## config.mk

```make
export PLATFORM = sky130hd
export DESIGN_NAME = hilo_unit
export DESIGN_NICKNAME = d
export VERILOG_FILES = /design/src/rtl/hilo_pkg.sv /design/src/rtl/hilo_timer.sv /design/src/rtl/hilo_unit.sv
export SDC_FILE = /design/constraint.sdc
export NUM_CORES = 1
export LEC_CHECK = 0
export ABC_AREA = 1
export CORE_ASPECT_RATIO = 1.2
export CORE_MARGIN = 5
export CORE_UTILIZATION = 55
export CTS_CLUSTER_SIZE = 25
export DETAILED_ROUTE_END_ITERATION = 10
export HOLD_SLACK_MARGIN = 0.05
export PLACE_DENSITY_LB_ADDON = 0.1
export SKIP_LAST_GASP = 1
export SYNTH_ARGS = -nofsm -noshare
export SYNTH_HDL_FRONTEND = slang
export SYNTH_SLANG_ARGS = --single-unit
```

## constraint.sdc

```tcl
create_clock -name clk -period 3.4 [get_ports clk]
set_input_delay 0.85 -clock clk [delete_from_list [all_inputs] [get_ports clk]]
set_output_delay 0.85 -clock clk [all_outputs]
set_load 0.02 [all_outputs]
```

## src/rtl/hilo_pkg.sv

```systemverilog
// Shared op codes, FSM states and counter sizing for the HI/LO register unit.
package hilo_pkg;

    typedef enum logic [2:0] {
        OP_NONE = 3'd0,
        OP_MULT = 3'd1,
        OP_DIV  = 3'd2,
        OP_MTHI = 3'd3,
        OP_MTLO = 3'd4,
        OP_MFHI = 3'd5,
        OP_MFLO = 3'd6
    } op_e;

    typedef enum logic {
        ST_IDLE = 1'b0,
        ST_RUN  = 1'b1
    } state_e;

    localparam int MUL_LAT_DEF = 4;
    localparam int DIV_LAT_DEF = 32;

    // Counter must hold the larger of the two latencies.
    function automatic int cnt_width(input int mul_lat, input int div_lat);
        return $clog2(((mul_lat > div_lat) ? mul_lat : div_lat) + 1);
    endfunction

endpackage

```

## src/rtl/hilo_timer.sv

```systemverilog
// Loadable down-counter that models MULT/DIV latency; owns the IDLE/RUN state.
module hilo_timer
    import hilo_pkg::*;
#(
    parameter int CNT_W = 6
) (
    input  logic             clk,
    input  logic             rst,
    input  logic             load,
    input  logic [CNT_W-1:0] load_val,
    input  logic             kill,
    output logic             busy,
    output logic             done
);

    state_e           state_q, state_d;
    logic [CNT_W-1:0] cnt_q, cnt_d;

    always_ff @(posedge clk) begin
        if (rst) begin
            state_q <= ST_IDLE;
            cnt_q   <= '0;
        end else begin
            state_q <= state_d;
            cnt_q   <= cnt_d;
        end
    end

    always_comb begin
        state_d = state_q;
        cnt_d   = cnt_q;
        if (kill && state_q == ST_RUN) begin
            state_d = ST_IDLE;
            cnt_d   = '0;
        end else if (load) begin
            state_d = ST_RUN;
            cnt_d   = load_val;
        end else if (state_q == ST_RUN) begin
            cnt_d = cnt_q - CNT_W'(1);
            if (cnt_q == CNT_W'(1)) state_d = ST_IDLE;
        end
    end

    assign busy = (state_q == ST_RUN);
    assign done = (state_q == ST_RUN) && (cnt_q == CNT_W'(1));

endmodule

```

## src/rtl/hilo_unit.sv

```systemverilog
// HI/LO register unit: captures ALU MULT/DIV results after a modelled latency,
// serves MTHI/MTLO/MFHI/MFLO and stalls EX on HI/LO hazards.
module hilo_unit
    import hilo_pkg::*;
#(
    parameter int MUL_LAT = MUL_LAT_DEF,
    parameter int DIV_LAT = DIV_LAT_DEF
) (
    input  logic        clk,
    input  logic        rst,
    input  logic        req,
    input  logic [2:0]  op,
    input  logic [31:0] alu_lo,
    input  logic [31:0] alu_hi,
    input  logic [31:0] rs_data,
    input  logic        kill,
    output logic [31:0] rd_data,
    output logic        rd_valid,
    output logic        busy,
    output logic        stall
);

    localparam int CNT_W = cnt_width(MUL_LAT, DIV_LAT);

    logic [31:0]      hi, lo, pend_hi, pend_lo;
    logic             accept, is_muldiv, load, done, commit;
    logic [CNT_W-1:0] load_val;

    assign accept    = req && !busy && !kill;
    assign stall     = req && busy && !kill;
    assign is_muldiv = (op == OP_MULT) || (op == OP_DIV);
    assign load      = accept && is_muldiv;
    assign load_val  = (op == OP_MULT) ? CNT_W'(MUL_LAT) : CNT_W'(DIV_LAT);
    // A kill on the final busy cycle still discards the pending result.
    assign commit    = done && !kill;

    hilo_timer #(.CNT_W(CNT_W)) u_timer (
        .clk      (clk),
        .rst      (rst),
        .load     (load),
        .load_val (load_val),
        .kill     (kill),
        .busy     (busy),
        .done     (done)
    );

    always_ff @(posedge clk) begin
        if (rst) begin
            pend_hi <= '0;
            pend_lo <= '0;
        end else if (load) begin
            pend_hi <= alu_hi;
            pend_lo <= alu_lo;
        end
    end

    always_ff @(posedge clk) begin
        if (rst) begin
            hi <= '0;
            lo <= '0;
        end else if (commit) begin
            hi <= pend_hi;
            lo <= pend_lo;
        end else if (accept) begin
            if (op == OP_MTHI) hi <= rs_data;
            if (op == OP_MTLO) lo <= rs_data;
        end
    end

    always_comb begin
        rd_data  = '0;
        rd_valid = 1'b0;
        if (accept && op == OP_MFHI) begin
            rd_data  = hi;
            rd_valid = 1'b1;
        end else if (accept && op == OP_MFLO) begin
            rd_data  = lo;
            rd_valid = 1'b1;
        end
    end

endmodule

```

Word-level counts from Yosys, hierarchy flattened --
Cells that the tools add are included.
Cells by class: $add $sub $neg 1, $mul 0, div/mod/pow operators 0, $lt $le $gt $ge 0, equality and inequality tests 7, shifts and indexed selects 0, muxes and demuxes 16, bitwise operators 0, reductions and logical operators 20
Operators by type and width (count):
- 2-to-1 mux 32 bit | 8
- 2-to-1 mux 6 bit | 3
- logical AND 1 bit | 10
- equality test 3 bit (second input constant) | 3
- nonzero test 2 bit | 4
- equality test 3 x 2 -> 1 bit (second input constant) | 2
- equality test 6 x 1 -> 1 bit (second input constant) | 1
- subtractor 6 x 1 -> 6 bit (second input constant) | 1
- 2-to-1 mux 1 bit | 5
- AND reduction 2 bit | 2
- equality test 3 x 1 -> 1 bit (second input constant) | 1
- zero test 1 bit | 2
- OR reduction 2 bit | 1
- logical OR 1 bit | 1
Word-level totals: register bits 135, bits in latches 0, RAM bits 0, memory bits (read-only) 0, bits of input ports 103, word-level logic and storage cells 50, memories 0

Logic depth before layout (Yosys ltp) --
depth in word-level cells 6, depth in mapped cells 11

By module --
A second synthesis with hierarchy kept.
Unflattened totals: cell total of the unflattened synthesis 1158, area total of the unflattened synthesis 7064.3 µm²
Modules (own cells, without submodules):
- hilo_unit | instances 1, cells each 1098, area each 6626.4 µm², seq. area each 2562.5 µm²
- hilo_timer | instances 1, cells each 60, area each 437.9 µm², seq. area each 140.1 µm²

Least setup slack after synthesis --
OpenSTA, ideal clock, no wires.
path kind input port to output port, from input kill, to output rd_data[10], arrival 1924 ps, setup slack 626 ps, cell stages on the path 6, path through nor2_8 -> nand3_2 -> or2_1 -> clkbuf_1 -> buf_2 -> o22ai_1
Between the ends: cells in the longest elaborated chain, start to end 5
RTL lines:
- from (decl) | line hilo_unit.sv:16 | input logic kill,
- zero test 1 bit * | line hilo_unit.sv:29 | assign accept = req && !busy && !kill;
- logical AND 1 bit * | line hilo_unit.sv:29
- logical AND 1 bit | line hilo_unit.sv:76 | end else if (accept && op == OP_MFLO) begin
- 2-to-1 mux 32 bit | line hilo_unit.sv:76
- 2-to-1 mux 32 bit * | line hilo_unit.sv:73 | if (accept && op == OP_MFHI) begin
- to (decl) | line hilo_unit.sv:17 | output logic [31:0] rd_data,
Mark *: on every way between the ends. The rest lies on a longest branch, timed or not.

Worst setup path in the final report --
from input req, to output rd_data[28]
Between the ends: cells in the longest elaborated chain, start to end 5
RTL lines:
- from (decl) | line hilo_unit.sv:11 | input logic req,
- logical AND 1 bit * (2 in series) | line hilo_unit.sv:29
- logical AND 1 bit | line hilo_unit.sv:76
- 2-to-1 mux 32 bit | line hilo_unit.sv:76
- 2-to-1 mux 32 bit * | line hilo_unit.sv:73
Marked as above.

==> impl_metrics.csv <==
group,metric,value,unit
timing,fin_crit,3.31,ns
critical_path,r2r_cells,8,
cells_and_area,final_cells,1238,
critical_path,worstPathRequired,2.55,ns
critical_path,endpoint_kind,"output pin",
synthesis,synth-seq-cells,135,
timing,worst_pin_slew,0.528,ns
critical_path,worstPathArrival,2.46,ns
clock_network,htreeDepth,4,
critical_path,start_kind,"input pin",
floorplan,die_area,13900,sq um
min_path,hp-class,"reg2reg",
critical_path,critical_path_class,"in2out",
placement,dp_cells,1204,
timing,finalSetupViolations,0,
clock_network,cts_buffers,17,
global_route,grt_pass1_wl,29.0,mm
timing,fmax,303,MHz
cells_and_area,final_nets,1173,
cells_and_area,final_common_cell,"nand3_1",
power_and_ir_drop,p_leak,3.85,nW
routing,drc_errors,0,
floorplan,core,11500,sq um
critical_path,r2r_slack,1.29,ns
clock_network,clockBufferDepth,2,
critical_path,cp_slowest_cell,"clkdlybuf4s50_1",
global_route,grt_max_degree,129,
critical_path,path_cells,"clkdlybuf4s50_1, nand3_2, nand3b_1, buf_4, buf_4, o22ai_1, clkdlybuf4s15_2",
timing,fin_worst_skew,0.00675,ns
cells_and_area,final_cell_mix,"nand3_1, nand2_1, nor2_1",
cells_and_area,drive_gt1_frac,0.0991,
timing,timing.final.max_slew_violations,0,
global_route,grt_pass1_vias,5896,
floorplan,die_x,108,microns
cells_and_area,multi_input_area,2790,sq um
job,drv_cap,0,
timing,max-slew-margin-rel,0.647,
critical_path,critPathMaxFanout,11,
placement,dp_hpwl,12.1,mm
critical_path,crit_top_cell,"buf_4",
placement,port_buffers,137,
floorplan,rows,43,
status,outcome,"finished, final reports clean",
cells_and_area,regArea,2700,sq um
clock_network,clockRootBuffer,"clkbuf_16",
critical_path,startpoint,"req",
timing,finalHoldViolations,0,
synthesis,netlist_instances,949,
synthesis,synth_area,6370,sq um
synthesis,synth_cell_type_count,29,
global_route,grt_antenna_before_repair,1,
routing,drt_pass1_iterations,6,
synthesis,ys_seq_area_frac,0.424,
synthesis,yosys_warnings,0,
floorplan,die_h,128,microns
clock_network,cts_tree,"yes",
routing,wl,18.4,mm
critical_path,worstReg2RegEnd,"u_timer.cnt_q[1]$_SDFFE_PP0P_",
power_and_ir_drop,peakVddDrop,0.344,mV
clock_network,cts.clk_slew.worst_paths,0.05,ns
critical_path,r2r-start,"u_timer.busy$_SDFF_PP0_",
clock_network,insertion_delay,0.41,ns
routing,viasPerCell,5.17,
timing,period_share,0.972,
routing,antenna_left,0,
timing,rsz0062_at_grt,"no",
power_and_ir_drop,power_density,454,nW/um^2
routing,dr_total_vias,6397,
floorplan,top_level_ports,138,
critical_path,critPathMaxStageDelay,0.50,ns
cells_and_area,syn_to_final_growth,30.4,%
global_route,overflow,0,
synthesis,avgSynthCellArea,6.72,sq um
clock_network,cts_sinks,135,
routing,first_iter_violations,545,
placement,place.gp.congestion,0.910,
routing,wl_per_cell,14.9,microns
floorplan,start_util,0.556,
synthesis,synth_nets,1054,
critical_path,cp-endpoint,"rd_data[28]",
cells_and_area,fillers,1027,
timing,fin_tns_setup,0,ns
global_route,track_usage,0.265,
## synth_stat cells
master      n  area (sq um)
xnor2_1     2          17.5
nand2_1   146           548
buf_6       2          22.5
inv_2       3          11.3
or2_2       1          6.26
nor2_1    146           548
nor2_4      1          11.3
xor2_1      1          8.76
inv_1     140           526
clkbuf_1   18          67.6
dfxtp_1   135          2700
buf_1       2          7.51
buf_4      12          90.1
ha_1        2          25.0
nand4_1     1          6.26
nor3_1      2          10.0
o21ai_1     2          10.0
nand3_1   175           876
o21ai_0    70           350
or2_1       1          6.26
o21bai_1    1          7.51
nor2_2      3          18.8
buf_2      33           165
o22ai_1    32           200
a21oi_1    12          60.1
nor2_8      1          20.0
nand4_2     2          25.0
nand3b_1    1          7.51
nand3_2     2          20.0
## flip-flops by register name, summed over array words and instances (netlist names)
register	cells
pend_lo	32
pend_hi	32
hi	32
lo	32
u_timer.cnt_q	6
u_timer.busy	1
## power breakdown
part | total, mW | switching (mW) | internal, mW | leakage, nW
sequential | 1.66 | 0.0265 | 1.63 | 1.09
clock | 1.80 | 0.691 | 1.11 | 0.269
combinational | 0.317 | 0.150 | 0.167 | 2.48
## worst max-delay path: cells and delay by family
family | cells | cell delay [ns]
AND/OR/NAND/NOR | 2 | 0.35
buffers and inverters | 4 | 1.14
AO/OA/AOI/OAI | 1 | 0.11
## layout make-up
| type | count | area share |
|---|---|---|
| multi-input combinational | 604 | 0.336 |
| sequential | 135 | 0.325 |
| timing repair buffer | 167 | 0.180 |
| inverter | 143 | 0.0647 |
| clock buffer | 19 | 0.0545 |
| tap | 157 | 0.0236 |
| clock inverter | 12 | 0.0155 |
| antenna | 1 | 0.000301 |
## through the flow
stage               hold slack (ns)  worst slack (ns)   util  area (sq um)  power, mW
floorplan                     0.430             0.626      -          6370       1.82
global placement              0.444            -0.357  0.684          7840       2.00
detailed placement            0.448            -0.425  0.684          7840       2.00
CTS                           0.456            0.0677  0.739          8460       3.78
global route                  0.474          0.000153  0.725          8310       3.90
finish                        0.452            0.0947  0.725          8310       3.77
## per-layer routing
| layer | routed length [microns] | vias up | track usage |
|---|---|---|---|
| li1 | - | 3238 | - |
| met5 | 0 | - | 0 |
| met2 | 8200 | 267 | 0.403 |
| met4 | 545 | 0 | 0.108 |
| met1 | 8320 | 2846 | 0.367 |
| met3 | 1380 | 46 | 0.0564 |
## what timing repair did
action	4_1_cts	5_1_grt
setup buffers	2	0
hold buffers	0	0
endpoints found under the setup margin	32	26
gates resized for setup	91	27
pin swaps	0	0
## logic make-up after synthesis
| group | after synthesis | share of synthesized area |
|---|---|---|
| flip-flops | 135 | 0.424 |
| XOR/XNOR | 3 | 0.00412 |
| buffers and inverters | 210 | 0.140 |
| adder cells (fa/ha/maj) | 2 | 0.00392 |
| AND/OR/NAND/NOR | 482 | 0.330 |
| AO/OA/AOI/OAI | 117 | 0.0985 |
## worst min-delay path by stage
| stage | depth (start not counted) | to | startpoint |
|---|---|---|---|
| 2_1_floorplan | 2 | pend_lo[11]$_SDFFE_PP0P_ | pend_lo[11]$_SDFFE_PP0P_ |
| 3_3_place_gp | 2 | pend_lo[31]$_SDFFE_PP0P_ | pend_lo[31]$_SDFFE_PP0P_ |
| 3_5_place_dp | 2 | pend_lo[31]$_SDFFE_PP0P_ | pend_lo[31]$_SDFFE_PP0P_ |
| 4_1_cts | 2 | pend_lo[31]$_SDFFE_PP0P_ | pend_lo[31]$_SDFFE_PP0P_ |
| 5_1_grt | 2 | pend_lo[5]$_SDFFE_PP0P_ | pend_lo[5]$_SDFFE_PP0P_ |
| 6_report | 2 | pend_lo[31]$_SDFFE_PP0P_ | pend_lo[31]$_SDFFE_PP0P_ |
(Power assumes the default switching activity.)
